$ cat src/rtl/cnn_pkg.sv
// cnn_pkg: shared pixel/address widths, per-layer feature-map dimensions and buffer state encoding
//   DATA_W/ADDR_W        : pixel and buffer address widths
//   L5_* / L6_*          : feature-map geometry for layer 5 (8x8) and layer 6 (4x4)
//   L5_READY_ROWS        : rows buffered before the layer-6 reader may start
//   buf_state_t          : IDLE/FILL/DONE write-side state
//   relu()               : clamps two's-complement negatives to zero
package cnn_pkg;
    localparam int DATA_W = 8;
    localparam int ADDR_W = 7;
    localparam int L5_ROW_LEN = 8;
    localparam int L5_ROWS = 8;
    localparam int L5_DEPTH = L5_ROW_LEN * L5_ROWS;
    localparam int L5_READY_ROWS = 2;
    localparam int L6_ROW_LEN = 4;
    localparam int L6_ROWS = 4;
    localparam int L6_DEPTH = L6_ROW_LEN * L6_ROWS;
    typedef enum logic [1:0] {
        IDLE = 2'd0,
        FILL = 2'd1,
        DONE = 2'd2
    } buf_state_t;
    function automatic logic [DATA_W-1:0] relu(input logic [DATA_W-1:0] v);
        return v[DATA_W-1] ? '0 : v;
    endfunction
endpackage

$ cat src/rtl/conv5_out_buffer_if.sv
// conv5_out_buffer_if: write stream, read port and status flags between the layer-5 side and the buffer
//   master: drives layer_5_buf_begin, wr_valid, wr_data, rd_en, rd_addr;
//           receives rd_data, wr_addr, conv_5_ready, conv_5_write_complete, wr_overflow
//   slave : the buffer, directions reversed
interface conv5_out_buffer_if;
    import cnn_pkg::*;
    logic              layer_5_buf_begin;
    logic              wr_valid;
    logic [DATA_W-1:0] wr_data;
    logic              rd_en;
    logic [ADDR_W-1:0] rd_addr;
    logic [DATA_W-1:0] rd_data;
    logic [ADDR_W-1:0] wr_addr;
    logic              conv_5_ready;
    logic              conv_5_write_complete;
    logic              wr_overflow;
    modport master (
        output layer_5_buf_begin, wr_valid, wr_data, rd_en, rd_addr,
        input  rd_data, wr_addr, conv_5_ready, conv_5_write_complete, wr_overflow
    );
    modport slave (
        input  layer_5_buf_begin, wr_valid, wr_data, rd_en, rd_addr,
        output rd_data, wr_addr, conv_5_ready, conv_5_write_complete, wr_overflow
    );
endinterface

$ cat src/rtl/feature_ram_2r.sv
// feature_ram_2r: simple dual-port feature-map RAM with registered read address and registered read data
//   clk, rst          : clock, synchronous active-high reset (read pipeline only, contents not reset)
//   we, waddr, wdata  : write port
//   re, raddr         : read request; addresses >= DEPTH read as 0
//   rdata             : data two cycles after re/raddr; held when the request had re low
// The array is sampled before the same-edge write lands, so a colliding read returns old data.
module feature_ram_2r #(
    parameter int DW = 8,
    parameter int AW = 7,
    parameter int DEPTH = 64
) (
    input  logic                     clk,
    input  logic                     rst,
    input  logic                     we,
    input  logic [$clog2(DEPTH)-1:0] waddr,
    input  logic [DW-1:0]            wdata,
    input  logic                     re,
    input  logic [AW-1:0]            raddr,
    output logic [DW-1:0]            rdata
);
    localparam int IW = $clog2(DEPTH);
    logic [DW-1:0] mem [DEPTH];
    logic          re_q, re_d;
    logic [AW-1:0] raddr_q, raddr_d;
    logic [DW-1:0] rdata_q, rdata_d;
    always_comb begin
        re_d = re;
        raddr_d = raddr;
        rdata_d = !re_q ? rdata_q : int'(raddr_q) < DEPTH ? mem[raddr_q[IW-1:0]] : '0;
    end
    always_ff @(posedge clk) begin
        if (rst) begin
            re_q <= 1'b0;
            raddr_q <= '0;
            rdata_q <= '0;
        end else begin
            re_q <= re_d;
            raddr_q <= raddr_d;
            rdata_q <= rdata_d;
        end
    end
    always_ff @(posedge clk) begin
        if (we) mem[waddr] <= wdata;
    end
    assign rdata = rdata_q;
endmodule

$ cat src/rtl/conv5_out_buffer.sv
// conv5_out_buffer: layer-5 output feature-map buffer feeding the layer-6 ReLU/max-pool reader
//   clk, rst    : clock, synchronous active-high reset
//   bus (slave) : layer_5_buf_begin, wr_valid/wr_data raster write stream, rd_en/rd_addr -> rd_data
//                 (2-cycle read), wr_addr, conv_5_ready, conv_5_write_complete, sticky wr_overflow
// Optional: define CONV5_BUF_RELU_EN to store negative (MSB set) pixels as zero.
module conv5_out_buffer
    import cnn_pkg::*;
#(
    parameter int ROW_LEN = L5_ROW_LEN,
    parameter int ROWS = L5_ROWS,
    parameter int READY_ROWS = L5_READY_ROWS
) (
    input logic             clk,
    input logic             rst,
    conv5_out_buffer_if.slave bus
);
    localparam int DEPTH = ROW_LEN * ROWS;
    localparam int IW = $clog2(DEPTH);
    localparam int COL_W = $clog2(ROW_LEN);
    localparam int ROW_W = $clog2(ROWS + 1);
    buf_state_t        state_q, state_d;
    logic [ADDR_W-1:0] wr_addr_q, wr_addr_d;
    logic [ROW_W-1:0]  rows_q, rows_d;
    logic              ready_q, ready_d;
    logic              complete_q, complete_d;
    logic              ovf_q, ovf_d;
    logic              we;
    logic              last;
    logic [DATA_W-1:0] wdata;
    logic [DATA_W-1:0] rd_data;
    always_comb begin
        state_d = state_q;
        wr_addr_d = wr_addr_q;
        rows_d = rows_q;
        complete_d = complete_q;
        ovf_d = ovf_q;
        // begin wins over a same-cycle write, which is dropped
        we = bus.wr_valid && state_q == FILL && !bus.layer_5_buf_begin;
        last = wr_addr_q == ADDR_W'(DEPTH - 1);
`ifdef CONV5_BUF_RELU_EN
        wdata = relu(bus.wr_data);
`else
        wdata = bus.wr_data;
`endif
        if (bus.layer_5_buf_begin) begin
            state_d = FILL;
            wr_addr_d = '0;
            rows_d = '0;
            complete_d = 1'b0;
            ovf_d = 1'b0;
        end else if (we) begin
            wr_addr_d = last ? '0 : wr_addr_q + 1'b1;
            rows_d = wr_addr_q[COL_W-1:0] == COL_W'(ROW_LEN - 1) ? rows_q + 1'b1 : rows_q;
            state_d = last ? DONE : FILL;
            complete_d = last;
        end else if (bus.wr_valid && state_q != FILL) begin
            ovf_d = 1'b1;
        end
        ready_d = rows_d >= ROW_W'(READY_ROWS);
    end
    always_ff @(posedge clk) begin
        if (rst) begin
            state_q <= IDLE;
            wr_addr_q <= '0;
            rows_q <= '0;
            ready_q <= 1'b0;
            complete_q <= 1'b0;
            ovf_q <= 1'b0;
        end else begin
            state_q <= state_d;
            wr_addr_q <= wr_addr_d;
            rows_q <= rows_d;
            ready_q <= ready_d;
            complete_q <= complete_d;
            ovf_q <= ovf_d;
        end
    end
    feature_ram_2r #(.DW(DATA_W), .AW(ADDR_W), .DEPTH(DEPTH)) u_ram (
        .clk   (clk),
        .rst   (rst),
        .we    (we),
        .waddr (wr_addr_q[IW-1:0]),
        .wdata (wdata),
        .re    (bus.rd_en),
        .raddr (bus.rd_addr),
        .rdata (rd_data)
    );
    assign bus.rd_data = rd_data;
    assign bus.wr_addr = wr_addr_q;
    assign bus.conv_5_ready = ready_q;
    assign bus.conv_5_write_complete = complete_q;
    assign bus.wr_overflow = ovf_q;
endmodule
$ cat src/flat_wrapper.sv
// flat-port wrapper written by rule: the top's interface ports become plain ports
module conv5_out_buffer_flat import cnn_pkg::*;
#(
    parameter int ROW_LEN = L5_ROW_LEN,
    parameter int ROWS = L5_ROWS,
    parameter int READY_ROWS = L5_READY_ROWS
)
  (clk, rst, bus_layer_5_buf_begin, bus_wr_valid, bus_wr_data, bus_rd_en, bus_rd_addr, bus_rd_data, bus_wr_addr, bus_conv_5_ready, bus_conv_5_write_complete, bus_wr_overflow);
  conv5_out_buffer_if bus_i ();
  input logic clk;
  input logic rst;
  input wire logic [$bits(bus_i.layer_5_buf_begin)-1:0] bus_layer_5_buf_begin;
  input wire logic [$bits(bus_i.wr_valid)-1:0] bus_wr_valid;
  input wire logic [$bits(bus_i.wr_data)-1:0] bus_wr_data;
  input wire logic [$bits(bus_i.rd_en)-1:0] bus_rd_en;
  input wire logic [$bits(bus_i.rd_addr)-1:0] bus_rd_addr;
  output wire logic [$bits(bus_i.rd_data)-1:0] bus_rd_data;
  output wire logic [$bits(bus_i.wr_addr)-1:0] bus_wr_addr;
  output wire logic [$bits(bus_i.conv_5_ready)-1:0] bus_conv_5_ready;
  output wire logic [$bits(bus_i.conv_5_write_complete)-1:0] bus_conv_5_write_complete;
  output wire logic [$bits(bus_i.wr_overflow)-1:0] bus_wr_overflow;
  assign bus_i.layer_5_buf_begin = bus_layer_5_buf_begin;
  assign bus_i.wr_valid = bus_wr_valid;
  assign bus_i.wr_data = bus_wr_data;
  assign bus_i.rd_en = bus_rd_en;
  assign bus_i.rd_addr = bus_rd_addr;
  assign bus_rd_data = bus_i.rd_data;
  assign bus_wr_addr = bus_i.wr_addr;
  assign bus_conv_5_ready = bus_i.conv_5_ready;
  assign bus_conv_5_write_complete = bus_i.conv_5_write_complete;
  assign bus_wr_overflow = bus_i.wr_overflow;
  conv5_out_buffer #(.ROW_LEN(ROW_LEN), .ROWS(ROWS), .READY_ROWS(READY_ROWS)) u_core (.clk(clk), .rst(rst), .bus(bus_i));
endmodule
$ cat config.mk
export PLATFORM = sky130hd
export DESIGN_NAME = conv5_out_buffer_flat
export DESIGN_NICKNAME = d
export VERILOG_FILES = /design/src/rtl/cnn_pkg.sv /design/src/rtl/conv5_out_buffer_if.sv /design/src/rtl/feature_ram_2r.sv /design/src/rtl/conv5_out_buffer.sv /design/src/flat_wrapper.sv
export SDC_FILE = /design/constraint.sdc
export NUM_CORES = 1
export LEC_CHECK = 0
export BUFFER_PORTS_ARGS = -buffer_cell sky130_fd_sc_hd__clkbuf_2
export CAP_MARGIN = 30
export CORE_UTILIZATION = 25
export CTS_CLUSTER_DIAMETER = 50
export DETAILED_ROUTE_END_ITERATION = 7
export GPL_TIMING_DRIVEN = 0
export HOLD_SLACK_MARGIN = 0.12
export PLACE_DENSITY = 0.37
export SLEW_MARGIN = 20
export SYNTH_ARGS = -nofsm -noshare
export SYNTH_HDL_FRONTEND = slang
export SYNTH_HIERARCHICAL = 1
export SYNTH_SLANG_ARGS = --single-unit
$ cat constraint.sdc
create_clock -name clk -period 3.3 [get_ports clk]
set_clock_uncertainty 0.05 [all_clocks]
set_input_delay 0.66 -clock clk [delete_from_list [all_inputs] [get_ports clk]]
set_output_delay 0.66 -clock clk [all_outputs]
set_load 0.005 [all_outputs]
== Word-level counts from Yosys, hierarchy flattened ==
Memories as Yosys holds them, arrays and structs flattened. A register that Yosys moved wholly into a read port is not among the register bits.
Index checks and enable logic that the tools add are counted.
Cells by class
  shift-type cells: 0
  bitwise operators: 1
  add/subtract/negate cells: 2
  div/mod/pow operators: 0
  reductions and logical operators: 7
  $mul: 0
  magnitude comparators: 2
  mux-type cells: 11
  equal/unequal tests: 4
Operator list (number)
  2-to-1 mux 4 bit: 3
  2-to-1 mux 8 bit: 1
  adder 7 x 1 -> 7 bit (second input constant): 1
  equality test 7 x 6 -> 1 bit (second input constant): 1
  less-than comparator 7 bit (second input constant): 1
  2-to-1 mux 7 bit: 1
  2-to-1 mux 6 bit: 1
  adder 4 x 1 -> 4 bit (second input constant): 1
  >= comparator 4 x 2 -> 1 bit (second input constant): 1
  2-to-1 mux 1 bit: 4
  equality test 3 bit (second input constant): 1
  logical AND 1 bit: 3
  equality test 2 x 1 -> 1 bit (second input constant): 1
  2-to-1 mux 2 bit: 1
  inequality test 2 x 1 -> 1 bit (second input constant): 1
  AND reduction 2 bit: 1
  nonzero test 2 bit: 1
  OR reduction 2 bit: 1
  logical NOT 1 bit: 1
  NOT 1 bit: 1
Storage, ports and cells
  input bits: 20
  memory bits (read-only): 0
  flip-flop bits (word level): 32
  bits in latches: 0
  bits in writable memories: 512
  logic and storage cells: 38
  output and inout port bits: 18
  memories kept: 1
Memory list
  u_core.u_ram.mem: words 64, width 8, read ports 1, clocked after memory_dff 1, write ports 1, line feature_ram_2r.sv:22  | logic [DW-1:0] mem [DEPTH];

== Logic depth before layout (Yosys ltp) ==
Gate-level depths: netlist of the first run.
  word-level depth: 6
  depth in mapped cells: 8
  depth with buffers taken out: 6

== Hierarchy ==
Netlist of the first run, hierarchy kept.
Modules (own cells, without submodules)
  feature_ram_2r: instances 1, area an instance 20355.8 µm², cells an instance 941
  conv5_out_buffer: instances 1, area an instance 666.9 µm², cells an instance 73

== Worst setup path before layout of the first run ==
OpenSTA, ideal clock, no wires.
  path kind: input port to flip-flop
  from: input bus_layer_5_buf_begin
  to: memory u_core.u_ram.mem[48][0], enable pin
  library setup time: 0.383 ns
  arrival: 2.217 ns
  cell stages on the path: 5
  path slack: 0.650 ns
  path through: nand4bb_4 inv_1 nand3_1 or3_1 nor3_1
On the way
  longest elaborated chain between the ends: 4
RTL lines
  start, declared: line flat_wrapper.sv:12  | input wire logic [$bits(bus_i.layer_5_buf_begin)-1:0] bus_layer_5_buf_begin;
  logical NOT 1 bit: line conv5_out_buffer.sv:38  | we = bus.wr_valid && state_q == FILL && !bus.layer_5_buf_begin;
  logical AND 1 bit: line conv5_out_buffer.sv:38
  via u_core.we: line conv5_out_buffer.sv:27  | logic we;
  2-to-1 mux 1 bit: line feature_ram_2r.sv:43  | if (we) mem[waddr] <= wdata;
  2-to-1 mux 1 bit (implied by the code): line feature_ram_2r.sv:43
  end, declared: line feature_ram_2r.sv:22
The timed path passes the listed nets, and every way through them passes these cells.

== Worst setup path after layout of the first run ==
  from: register u_core.u_ram.raddr_q[1]
  to: register u_core.u_ram.rdata_q[5], in the netlist u_core/u_ram/rdata[5]
On the way
  longest elaborated chain between the ends: 2
RTL lines
  start, declared: line feature_ram_2r.sv:24  | logic [AW-1:0] raddr_q, raddr_d;
  start signal, assigned: line feature_ram_2r.sv:38  | raddr_q <= raddr_d;
  less-than comparator 7 bit: line feature_ram_2r.sv:29  | rdata_d = !re_q ? rdata_q : int'(raddr_q) < DEPTH ? mem[raddr_q[IW-1:0]] : '0;
  2-to-1 mux 8 bit: line feature_ram_2r.sv:29
  end signal, assigned: line feature_ram_2r.sv:39  | rdata_q <= rdata_d;
  end, declared: line feature_ram_2r.sv:25  | logic [DW-1:0] rdata_q, rdata_d;
No other way between the ends.
A chain may end at the register's enable or synchronous reset.

==> results of run 1 <==
## cells in the final DEF, fill, tap and decap left out, types with 4 or more instances in the layout
| cell | count |
|---|---|
| sky130_fd_sc_hd__buf_6 | 16 |
| sky130_fd_sc_hd__o32ai_1 | 8 |
| sky130_fd_sc_hd__or3_1 | 6 |
| sky130_fd_sc_hd__nand3_1 | 10 |
| sky130_fd_sc_hd__clkinv_4 | 4 |
| sky130_fd_sc_hd__o21ai_0 | 11 |
| sky130_fd_sc_hd__clkinvlp_4 | 7 |
| sky130_fd_sc_hd__clkbuf_1 | 26 |
| sky130_fd_sc_hd__edfxtp_1 | 512 |
| sky130_fd_sc_hd__inv_1 | 13 |
| sky130_fd_sc_hd__a22oi_1 | 8 |
| sky130_fd_sc_hd__clkbuf_2 | 31 |
| sky130_fd_sc_hd__mux4_2 | 128 |
| sky130_fd_sc_hd__bufinv_16 | 8 |
| sky130_fd_sc_hd__o21ai_1 | 9 |
| sky130_fd_sc_hd__nand2_1 | 15 |
| sky130_fd_sc_hd__clkinv_2 | 9 |
| sky130_fd_sc_hd__dfxtp_1 | 31 |
| sky130_fd_sc_hd__clkbuf_4 | 8 |
| sky130_fd_sc_hd__inv_6 | 7 |
| sky130_fd_sc_hd__clkbuf_16 | 79 |
| sky130_fd_sc_hd__clkinv_1 | 9 |
| sky130_fd_sc_hd__buf_2 | 13 |
| sky130_fd_sc_hd__mux2i_1 | 48 |
| sky130_fd_sc_hd__nor2b_1 | 13 |
| sky130_fd_sc_hd__nor2_2 | 5 |
| sky130_fd_sc_hd__a221oi_1 | 29 |
| sky130_fd_sc_hd__buf_4 | 27 |
| sky130_fd_sc_hd__nor2_1 | 76 |
| sky130_fd_sc_hd__a21oi_1 | 5 |
| sky130_fd_sc_hd__buf_1 | 6 |
## where the power goes
part / leakage [uW] / switching (uW) / internal, uW / total, uW
Sequential: 0.00485 / 10.4 / 7550 / 7560
Clock: 0.00124 / 3140 / 5050 / 8190
Combinational: 0.00182 / 492 / 252 / 745
Total: 0.00791 / 3640 / 12900 / 16500
## kinds of logic after synthesis
kind of cell,after synthesis
simple gates,142
buf+inv,68
xor+xnor,2
fa+ha+maj,3
mux,176
flops,543
compound gates,80
## synth_stat cells
master                        n
sky130_fd_sc_hd__edfxtp_1   512
sky130_fd_sc_hd__mux4_2     128
sky130_fd_sc_hd__nor2_1      81
sky130_fd_sc_hd__mux2i_1     48
sky130_fd_sc_hd__a221oi_1    32
sky130_fd_sc_hd__dfxtp_1     31
sky130_fd_sc_hd__clkbuf_1    20
sky130_fd_sc_hd__nand2_1     15
sky130_fd_sc_hd__inv_1       13
sky130_fd_sc_hd__nor2b_1     13
sky130_fd_sc_hd__buf_2       12
sky130_fd_sc_hd__o21ai_0     11
sky130_fd_sc_hd__nand3_1     10
sky130_fd_sc_hd__buf_4        9
sky130_fd_sc_hd__o21ai_1      9
sky130_fd_sc_hd__a22oi_1      8
sky130_fd_sc_hd__buf_1        8
sky130_fd_sc_hd__o32ai_1      8
sky130_fd_sc_hd__buf_6        6
sky130_fd_sc_hd__or3_1        6
sky130_fd_sc_hd__a21oi_1      5
sky130_fd_sc_hd__ha_1         3
sky130_fd_sc_hd__nand2b_1     3
sky130_fd_sc_hd__nand4_1      3
sky130_fd_sc_hd__nor3_1       3
sky130_fd_sc_hd__a21oi_2      2
sky130_fd_sc_hd__nand3b_1     2
sky130_fd_sc_hd__or3b_2       2
sky130_fd_sc_hd__a311oi_1     1
sky130_fd_sc_hd__a31oi_1      1
sky130_fd_sc_hd__and2_1       1
sky130_fd_sc_hd__nand4bb_4    1
sky130_fd_sc_hd__nor3_2       1
sky130_fd_sc_hd__o21a_1       1
sky130_fd_sc_hd__o21ai_2      1
sky130_fd_sc_hd__o311a_2      1
sky130_fd_sc_hd__or2_2        1
sky130_fd_sc_hd__xnor2_1      1
sky130_fd_sc_hd__xor2_1       1
## metrics by stage
stage	setup TNS [ps]	cells	worst slack, ps	hold slack [ps]	utilization (%)
after floorplan	0	1014	649.8	404.3	-
after detailed placement	-102250	2146	-476.4	410.8	27.68
after global routing	-1942	2290	-69.76	227.1	30.88
after global placement	-129130	2121	-460.9	403.2	27.28
final	0	2290	19.15	220.8	30.88
after CTS	0	2283	8.510	180.7	30.78
## worst paths after layout
kind | start | endpoint | slack, ps | cells after the start
setup reg to reg | u_core/u_ram/raddr_q[1] | u_core/u_ram/rdata[5] | 20 | 7
setup / recovery | u_core/u_ram/raddr_q[1] | u_core/u_ram/rdata[5] | 20 | 7
hold / removal | bus_rd_en | u_core/u_ram/re_q | 220 | 2
hold reg to reg | u_core/bus.wr_addr[6] | u_core/bus.wr_addr[6] | 420 | 1
## sequential cells by signal (all words and copies together) (netlist names)
register                 count
u_core/u_ram/mem           512
u_core/u_ram/rdata           8
u_core/bus.wr_addr           7
u_core/u_ram/raddr_q         7
u_core/rows_q                4
u_core/state_q               2
u_core/bus.conv_5_ready      1
u_core/bus.wr_overflow       1
u_core/u_ram/re_q            1
## critical path, stage by stage (launching register included)
cell	delay, ps
sky130_fd_sc_hd__dfxtp_1	300
sky130_fd_sc_hd__clkbuf_1	340
sky130_fd_sc_hd__buf_2	490
sky130_fd_sc_hd__buf_2	550
sky130_fd_sc_hd__mux2i_1	210
sky130_fd_sc_hd__a221oi_1	660
sky130_fd_sc_hd__a22oi_1	380
sky130_fd_sc_hd__o32ai_1	200
## routing by layer
layer / vias to the layer above / track usage (%) / routed length, um / part of all wire (%)
li1: 4535 / - / - / -
met1: 5894 / 21.56 / 29870 / 47
met2: 323 / 23.14 / 29380 / 46
met3: 70 / 2.672 / 3086 / 4.8
met4: 0 / 4.750 / 1382 / 2.2
met5: - / 0 / 0 / 0
## area by class of cell
cell class / count / area [um^2] / area share (%)
tap: 1070 / 1339 / 5.246
clock inverter: 50 / 554.3 / 2.172
inverter: 13 / 48.80 / 0.1912
sequential: 543 / 16000 / 62.68
timing repair buffer: 69 / 548.0 / 2.147
buffer: 55 / 307.8 / 1.206
multi-input combinational: 403 / 4720 / 18.49
clock buffer: 87 / 2007 / 7.864
==> impl_metrics.yaml, run 1 <==
layout:
  syn2layout_area_growth_pct: 21.39
  antenna-diode-count: 0
  stdcell_area_mm2: 0.02552
  post_route_cells_drive_above_1_share_pct: 30.08
  finish.net_count: 1183
  fillCellCount: 7930
drt:
  wire_per_inst_um: 27.83
  drtIter0Drc: 793
  vias: 10822
  ant_nets: 0
  count_of_tritonroute_iterations_in_the_first_routing_pass: 4
  detail_route.drc_violations: 0
  avgViaCountPerCell: 4.726
  drt_wl_total_mm: 63.72
min_path:
  min_path_type: "in2reg"
power_and_ir_drop:
  pwr_density_cell_mw_per_mm2: 646.3
  vdd_drop_max_uv: 306.8
  power_leakage_uw: 0.007913
  report.power.total_uw: 16490
run:
  timing.max_cap.violations: 0
die:
  fp-row-count: 105
  die_w_um: 292.0
  initial_cell_density_of_the_core_pct: 25.44
  core_region_area_mm2: 0.08264
  design.die.area_mm2: 0.08526
  dieHeight_um: 292.0
  design.portCount: 38
timing:
  worst_slew_pin_slew_ps: 950.0
  final_min_period_over_clock_period_pct: 99.42
  max_clock_freq_mhz: 304.8
  report.final.slew_viol_count: 0
  layout_min_cycle_time_ps: 3281
  finalHoldViolations: 0
  rsz_0062_raised_after_global_routing: "true"
  slew_headroom_pct: 36.43
  finalSetupViolations: 0
critical_path:
  timing.critical_path.from_type: "register"
  worst_setup_path_end_kind: "register"
  worst-path-max-fanout: 10
  worst-setup-path-type: "reg2reg"
  worst-endpoint-required_ps: 3760
  arrival_time_worst_endpoint_ps: 3750
clock_network:
  cts_resized: 1
  htree_num_levels: 3
  clk_root_buffer_cell: "sky130_fd_sc_hd__clkbuf_16"
  clockBufferDepth: 3
  clkTransAtPathRegs_ps: 60
  worst_skew_pair.late_latency_ps: 610
  number_of_buffers_added_by_the_clock_tree_synthesis_step: 75
  hold_buffers: 0
  cts_tree: "built"
  cts_setup_buffers: 0
  clock_sink_count: 543
synthesis:
  ys_seq_elements: 543
  synth_top_cell_area_share_pct: 73.13
  synth_top_family_by_area: "multiplexers"
  area_fraction_in_compound_gates_after_synthesis_pct: 2.833
  synth-simple-area-share_pct: 3.160
  synth-xor-area-share_pct: 0.08332
  synth.avg_cell_area_um2: 20.73
  post_synth_num_cell_types: 39
  syn_nets: 1037
  post_synthesis_cell_count: 1014
  synth_top_area_cell: "sky130_fd_sc_hd__edfxtp_1"
  synth.yosys.seq_area_share_pct: 76.09
  ys_top_cells_by_area: "sky130_fd_sc_hd__edfxtp_1 (73%), sky130_fd_sc_hd__mux4_2 (14%), sky130_fd_sc_hd__dfxtp_1 (3.0%)"
  mappedNetlistArea_mm2: 0.02102
  yosys_warning_total: 6
  synthAdderAreaFrac_pct: 0.1786
  synth.mux.area_fraction_pct: 16.00
place:
  place.detailed.hpwl_mm: 41.61
  placedInstanceArea_mm2: 0.02287
  place.gp.congestion: 0.8375
  port_buffers: 37
global_route:
  grt_pass1_wl_mm: 88.92
  grt_max_degree: 65
  grt_pass1_vias: 11120
  globalRoute.totalOverflow: 0
  grtUsageTotal_pct: 15.07
  grt_antenna_before_repair: 0
outcome:
  status: "finished clean"
(Power assumes the default switching activity.)
==> run 2, diff against run 1 <==
PLACE_DENSITY = unset   (was 0.37)
==> impl_metrics.yaml, run 2 (same netlist as run 1, synthesis figures left out) <==
run:
  timing.max_cap.violations: 0
drt:
  wire_per_inst_um: 23.75
  drtIter0Drc: 1235
  count_of_tritonroute_iterations_in_the_first_routing_pass: 6
  avgViaCountPerCell: 4.825
  drt_wl_total_mm: 52.97
  vias: 10760
  ant_nets: 0
  detail_route.drc_violations: 0
timing:
  report.final.slew_viol_count: 0
  worst_slew_pin_slew_ps: 1035
  fin_ws_ps: 58.08
  max_clock_freq_mhz: 308.5
  finalHoldViolations: 0
  final_min_period_over_clock_period_pct: 98.24
  layout_min_cycle_time_ps: 3242
  finalSetupViolations: 0
  rsz_0062_raised_after_global_routing: "false"
  slew_headroom_pct: 30.76
critical_path:
  timing.critical_path.from_type: "register"
  worst-endpoint-required_ps: 3710
  source_of_the_worst_register_to_register_timing_path: "u_core/u_ram/raddr_q[2]"
  worst_setup_path_end_kind: "register"
  worst_setup_path_startpoint: "u_core/u_ram/raddr_q[2]"
  worstRegToRegCells: 7
  register_to_register_setup_slack_ps: 60
  setup_crit_end: "u_core/u_ram/rdata[3]"
  worst-setup-path-type: "reg2reg"
  arrival_time_worst_endpoint_ps: 3650
  worst-path-max-fanout: 10
  r2r-end: "u_core/u_ram/rdata[3]"
power_and_ir_drop:
  power_leakage_uw: 0.007396
  report.power.total_uw: 14520
  p_sw_share_pct: 20.90
  pwr_density_cell_mw_per_mm2: 592.2
  vdd_drop_max_uv: 477.4
  netSwitchingPower_uw: 3035
  p_seq_share_pct: 52.0
  clock_power_share_pct: 43.2
  power.share.combinational_pct: 4.8
  intPower_uw: 11480
place:
  post-place-cells: 2127
  post-place-ws_ps: -281.5
  place.gp.congestion: 0.9025
  port_buffers: 37
  placedInstanceArea_mm2: 0.02267
  place.detailed.hpwl_mm: 33.94
layout:
  stdcell_area_mm2: 0.02452
  finish.cell_count_without_fillers: 2230
  fillCellCount: 7955
  area_occupied_by_multi_input_gates_mm2: 0.004688
  biggest_register: "u_core/u_ram/mem"
  seqCellArea_mm2: 0.01600
  final_cell_mix: "sky130_fd_sc_hd__edfxtp_1 (512), sky130_fd_sc_hd__mux4_2 (128), sky130_fd_sc_hd__nor2_1 (81)"
  syn2layout_area_growth_pct: 16.62
  largest_register_ff_count: 512
  finish.net_count: 1138
  mostFrequentLayoutCell: "sky130_fd_sc_hd__edfxtp_1"
  antenna-diode-count: 0
  post_route_cells_drive_above_1_share_pct: 25.17
die:
  core_region_area_mm2: 0.08264
  fp-row-count: 105
  design.portCount: 38
  dieHeight_um: 292.0
  design.die.area_mm2: 0.08526
  initial_cell_density_of_the_core_pct: 25.44
  die_w_um: 292.0
min_path:
  min_delay_path_depth: 2
  min_path_type: "in2reg"
global_route:
  globalRoute.totalOverflow: 0
  grt_pass1_wl_mm: 75.49
  grt_antenna_before_repair: 1
  grt_max_degree: 65
  grt_pass1_vias: 10600
  grtUsageTotal_pct: 12.31
clock_network:
  hold_buffers: 0
  clockBufferDepth: 3
  htree_num_levels: 2
  clk_root_buffer_cell: "sky130_fd_sc_hd__clkbuf_16"
  number_of_buffers_added_by_the_clock_tree_synthesis_step: 54
  clkTransAtPathRegs_ps: 60
  worst_skew_pair.late_latency_ps: 600
  cts_setup_buffers: 0
  cts_resized: 2
  clock_sink_count: 543
  cts_tree: "built"
outcome:
  status: "finished clean"
-- run 2: metrics by stage --
step | utilization (%) | setup TNS, ps | hold slack [ps]
floorplan | - | 0 | 404.3
global placement | 27.28 | -12110 | 414.8
detailed placement | 27.44 | -31910 | 409.2
CTS | 29.64 | 0 | 195.1
global route | 29.67 | 0 | 217.0
finish | 29.67 | 0 | 227.3
-- run 2: worst min-delay path by stage --
stage	start	end	slack, ps
3_5_place_dp	u_core/bus.wr_addr[6]	u_core/bus.wr_addr[6]	410
6_report	bus_rd_en	u_core/u_ram/re_q	230
5_1_grt	bus_rd_addr[2]	u_core/u_ram/raddr_q[2]	220
4_1_cts	bus_rd_en	u_core/u_ram/re_q	200
3_3_place_gp	u_core/bus.wr_overflow	u_core/bus.wr_overflow	410
2_1_floorplan	u_core/rows_q[2]	u_core/rows_q[2]	400
-- run 2: worst max-delay path: stages (launching register included) --
cell,delay (ps)
sky130_fd_sc_hd__dfxtp_1,450
sky130_fd_sc_hd__buf_2,350
sky130_fd_sc_hd__clkdlybuf4s15_2,580
sky130_fd_sc_hd__mux4_2,400
sky130_fd_sc_hd__a221oi_1,380
sky130_fd_sc_hd__o21ai_0,290
sky130_fd_sc_hd__a22oi_1,440
sky130_fd_sc_hd__o32ai_1,150
-- run 2: layout make-up --
type                    instances  share of cell area (%)
flip-flops and latches        543                   65.24
clock buffers                  68                   5.813
inverters                      13                  0.1990
multi-input cells             403                   19.12
well taps                    1070                   5.461
plain buffers                  55                   1.276
clock inverters                33                   1.572
repair buffers                 45                   1.312
-- run 2: metal layers --
metal / up-vias / wire (um) / track usage [%]
li1: 4412 / - / -
met1: 5669 / 21930 / 17.23
met2: 595 / 24270 / 18.94
met3: 82 / 5469 / 2.847
met4: 2 / 1282 / 3.723
met5: - / 13 / 0
-- run 2: power by group through the flow --
stage | clock network (uW) | registers (uW) | logic (uW)
global route | 6640 | 7550 | 729
CTS | 6400 | 7550 | 693
finish | 6270 | 7560 | 696
global placement | 0 | 7710 | 661
floorplan | 0 | 7700 | 353
detailed placement | 0 | 7700 | 690
==> run 3, diff against run 2 <==
BUFFER_PORTS_ARGS = -buffer_cell sky130_fd_sc_hd__buf_4   (was -buffer_cell sky130_fd_sc_hd__clkbuf_2)
==> impl_metrics.yaml, run 3 (same netlist as run 1, synthesis figures left out) <==
layout:
  finish.net_count: 1136
  post_route_cells_drive_above_1_share_pct: 25.41
  largest_register_ff_count: 512
  final_cell_mix: "sky130_fd_sc_hd__edfxtp_1 (512), sky130_fd_sc_hd__mux4_2 (128), sky130_fd_sc_hd__nor2_1 (81)"
  biggest_register: "u_core/u_ram/mem"
  mostFrequentLayoutCell: "sky130_fd_sc_hd__edfxtp_1"
  syn2layout_area_growth_pct: 16.65
clock_network:
  cts_setup_buffers: 0
  worst_skew_pair.late_latency_ps: 620
  htree_num_levels: 2
  cts_tree: "built"
  clockBufferDepth: 3
  clkTransAtPathRegs_ps: 60
  number_of_buffers_added_by_the_clock_tree_synthesis_step: 54
  clk_root_buffer_cell: "sky130_fd_sc_hd__clkbuf_16"
  clock_sink_count: 543
timing:
  final.hold.worst_slack_ps: 216.5
  rsz_0062_raised_after_global_routing: "false"
  fin_tns_setup_ps: 0
  finalSetupViolations: 0
  final_min_period_over_clock_period_pct: 97.19
  report.final.slew_viol_count: 0
  layout_min_cycle_time_ps: 3207
  slew_headroom_pct: 31.74
  worst_slew_pin_slew_ps: 1020
  max_clock_freq_mhz: 311.8
  finalHoldViolations: 0
global_route:
  grtUsageTotal_pct: 12.43
  grt_pass1_vias: 10617
  globalRoute.totalOverflow: 0
  grt_pass1_wl_mm: 75.86
  grt_antenna_before_repair: 0
  grt_max_degree: 65
die:
  design.die.area_mm2: 0.08526
  fp-row-count: 105
  initial_cell_density_of_the_core_pct: 25.44
  core_region_area_mm2: 0.08264
  design.portCount: 38
  die_w_um: 292.0
  dieHeight_um: 292.0
drt:
  drt_wl_total_mm: 53.09
  avgViaCountPerCell: 4.764
  drtIter0Drc: 979
  vias: 10614
  wire_per_inst_um: 23.83
  ant_nets: 0
  detail_route.drc_violations: 0
  count_of_tritonroute_iterations_in_the_first_routing_pass: 5
min_path:
  min_delay_path_depth: 2
  min_path_type: "in2reg"
critical_path:
  worst-endpoint-required_ps: 3770
  worst-setup-path-type: "reg2reg"
  worst_setup_path_end_kind: "register"
  worst-path-max-fanout: 10
  timing.critical_path.from_type: "register"
  worstRegToRegCells: 7
  arrival_time_worst_endpoint_ps: 3680
power_and_ir_drop:
  pwr_density_cell_mw_per_mm2: 589.6
  power_leakage_uw: 0.007404
  vdd_drop_max_uv: 408.3
place:
  port_buffers: 37
  place.detailed.hpwl_mm: 33.37
  place.gp.congestion: 0.8945
run:
  timing.max_cap.violations: 0
outcome:
  status: "finished clean"
run 3: cell count changes in the layout (fill, tap and decap cells not counted):
cell                         before  now
sky130_fd_sc_hd__clkinv_2         8   10
sky130_fd_sc_hd__bufinv_16        8    7
sky130_fd_sc_hd__clkinvlp_4       3    2
sky130_fd_sc_hd__buf_16           1    0
sky130_fd_sc_hd__diode_2          0    1
sky130_fd_sc_hd__buf_12           2    0
sky130_fd_sc_hd__clkinv_4         1    2
sky130_fd_sc_hd__clkbuf_1        33   26
sky130_fd_sc_hd__buf_6            9    7
sky130_fd_sc_hd__clkbuf_2        34    4
sky130_fd_sc_hd__clkbuf_4         6    1
sky130_fd_sc_hd__buf_4           10   50
sky130_fd_sc_hd__clkinv_1        10   12
sky130_fd_sc_hd__inv_16           0    1
run 3: worst paths after layout:
check / startpoint / endpoint / slack, ps
setup / recovery: u_core/u_ram/raddr_q[1] / u_core/u_ram/rdata[2] / 90
setup reg to reg: u_core/u_ram/raddr_q[1] / u_core/u_ram/rdata[2] / 90
hold reg to reg: u_core/u_ram/rdata[7] / u_core/u_ram/rdata[7] / 430
hold / removal: bus_rd_addr[6] / u_core/u_ram/raddr_q[6] / 220
run 3: repair_timing:
item | 4_1_cts | 5_1_grt
resized for setup | 2 | 8
hold buffers | 0 | 0
setup endpoints to repair | 1 | 4
run 3: critical path, cell delays in order (launching register included):
cell and delay, ps:
sky130_fd_sc_hd__dfxtp_1 300, sky130_fd_sc_hd__clkbuf_1 310, sky130_fd_sc_hd__buf_2 480, sky130_fd_sc_hd__buf_2 540
sky130_fd_sc_hd__mux2i_1 210, sky130_fd_sc_hd__a221oi_1 700, sky130_fd_sc_hd__a22oi_1 350, sky130_fd_sc_hd__o32ai_1 200
run 3: per-layer routing:
metal / share of wire (%) / wire length, um / GRT usage, % / vias up
met5: 0 / 0 / 0 / -
met4: 2.4 / 1256 / 3.684 / 0
met3: 11 / 5600 / 4.476 / 79
met2: 45 / 23970 / 18.73 / 484
met1: 42 / 22260 / 16.72 / 5635
li1: - / - / - / 4416
run 3: report_power, final:
group	switching (uW)	total (uW)	internal, uW	leakage, uW
sequential	13.8	7560	7540	0.00485
combinational	448	694	246	0.00167
clock	2600	6210	3610	0.000880
run 3: layout make-up:
class / count / area [um^2]
repair buffers: 43 / 334.1
flip-flops and latches: 543 / 16000
clock buffers: 63 / 1406
plain buffers: 55 / 315.3
well taps: 1070 / 1339
clock inverters: 37 / 394.1
multi-input cells: 403 / 4688
diodes: 1 / 2.502
inverters: 13 / 48.80
fillers: 7949 / 58110
run 3: per-stage QoR:
stage / std cells / total power (uW) / utilization (%) / area, um^2 / worst slack, ps
after floorplan: 1014 / 8050 / - / 21020 / 649.8
after global placement: 2121 / 8375 / 27.40 / 22640 / -336.4
after detailed placement: 2125 / 8393 / 27.46 / 22690 / -248.7
after CTS: 2225 / 14570 / 29.65 / 24500 / 5.628
after global routing: 2227 / 14870 / 29.67 / 24520 / 30.58
final: 2228 / 14460 / 29.68 / 24520 / 92.77
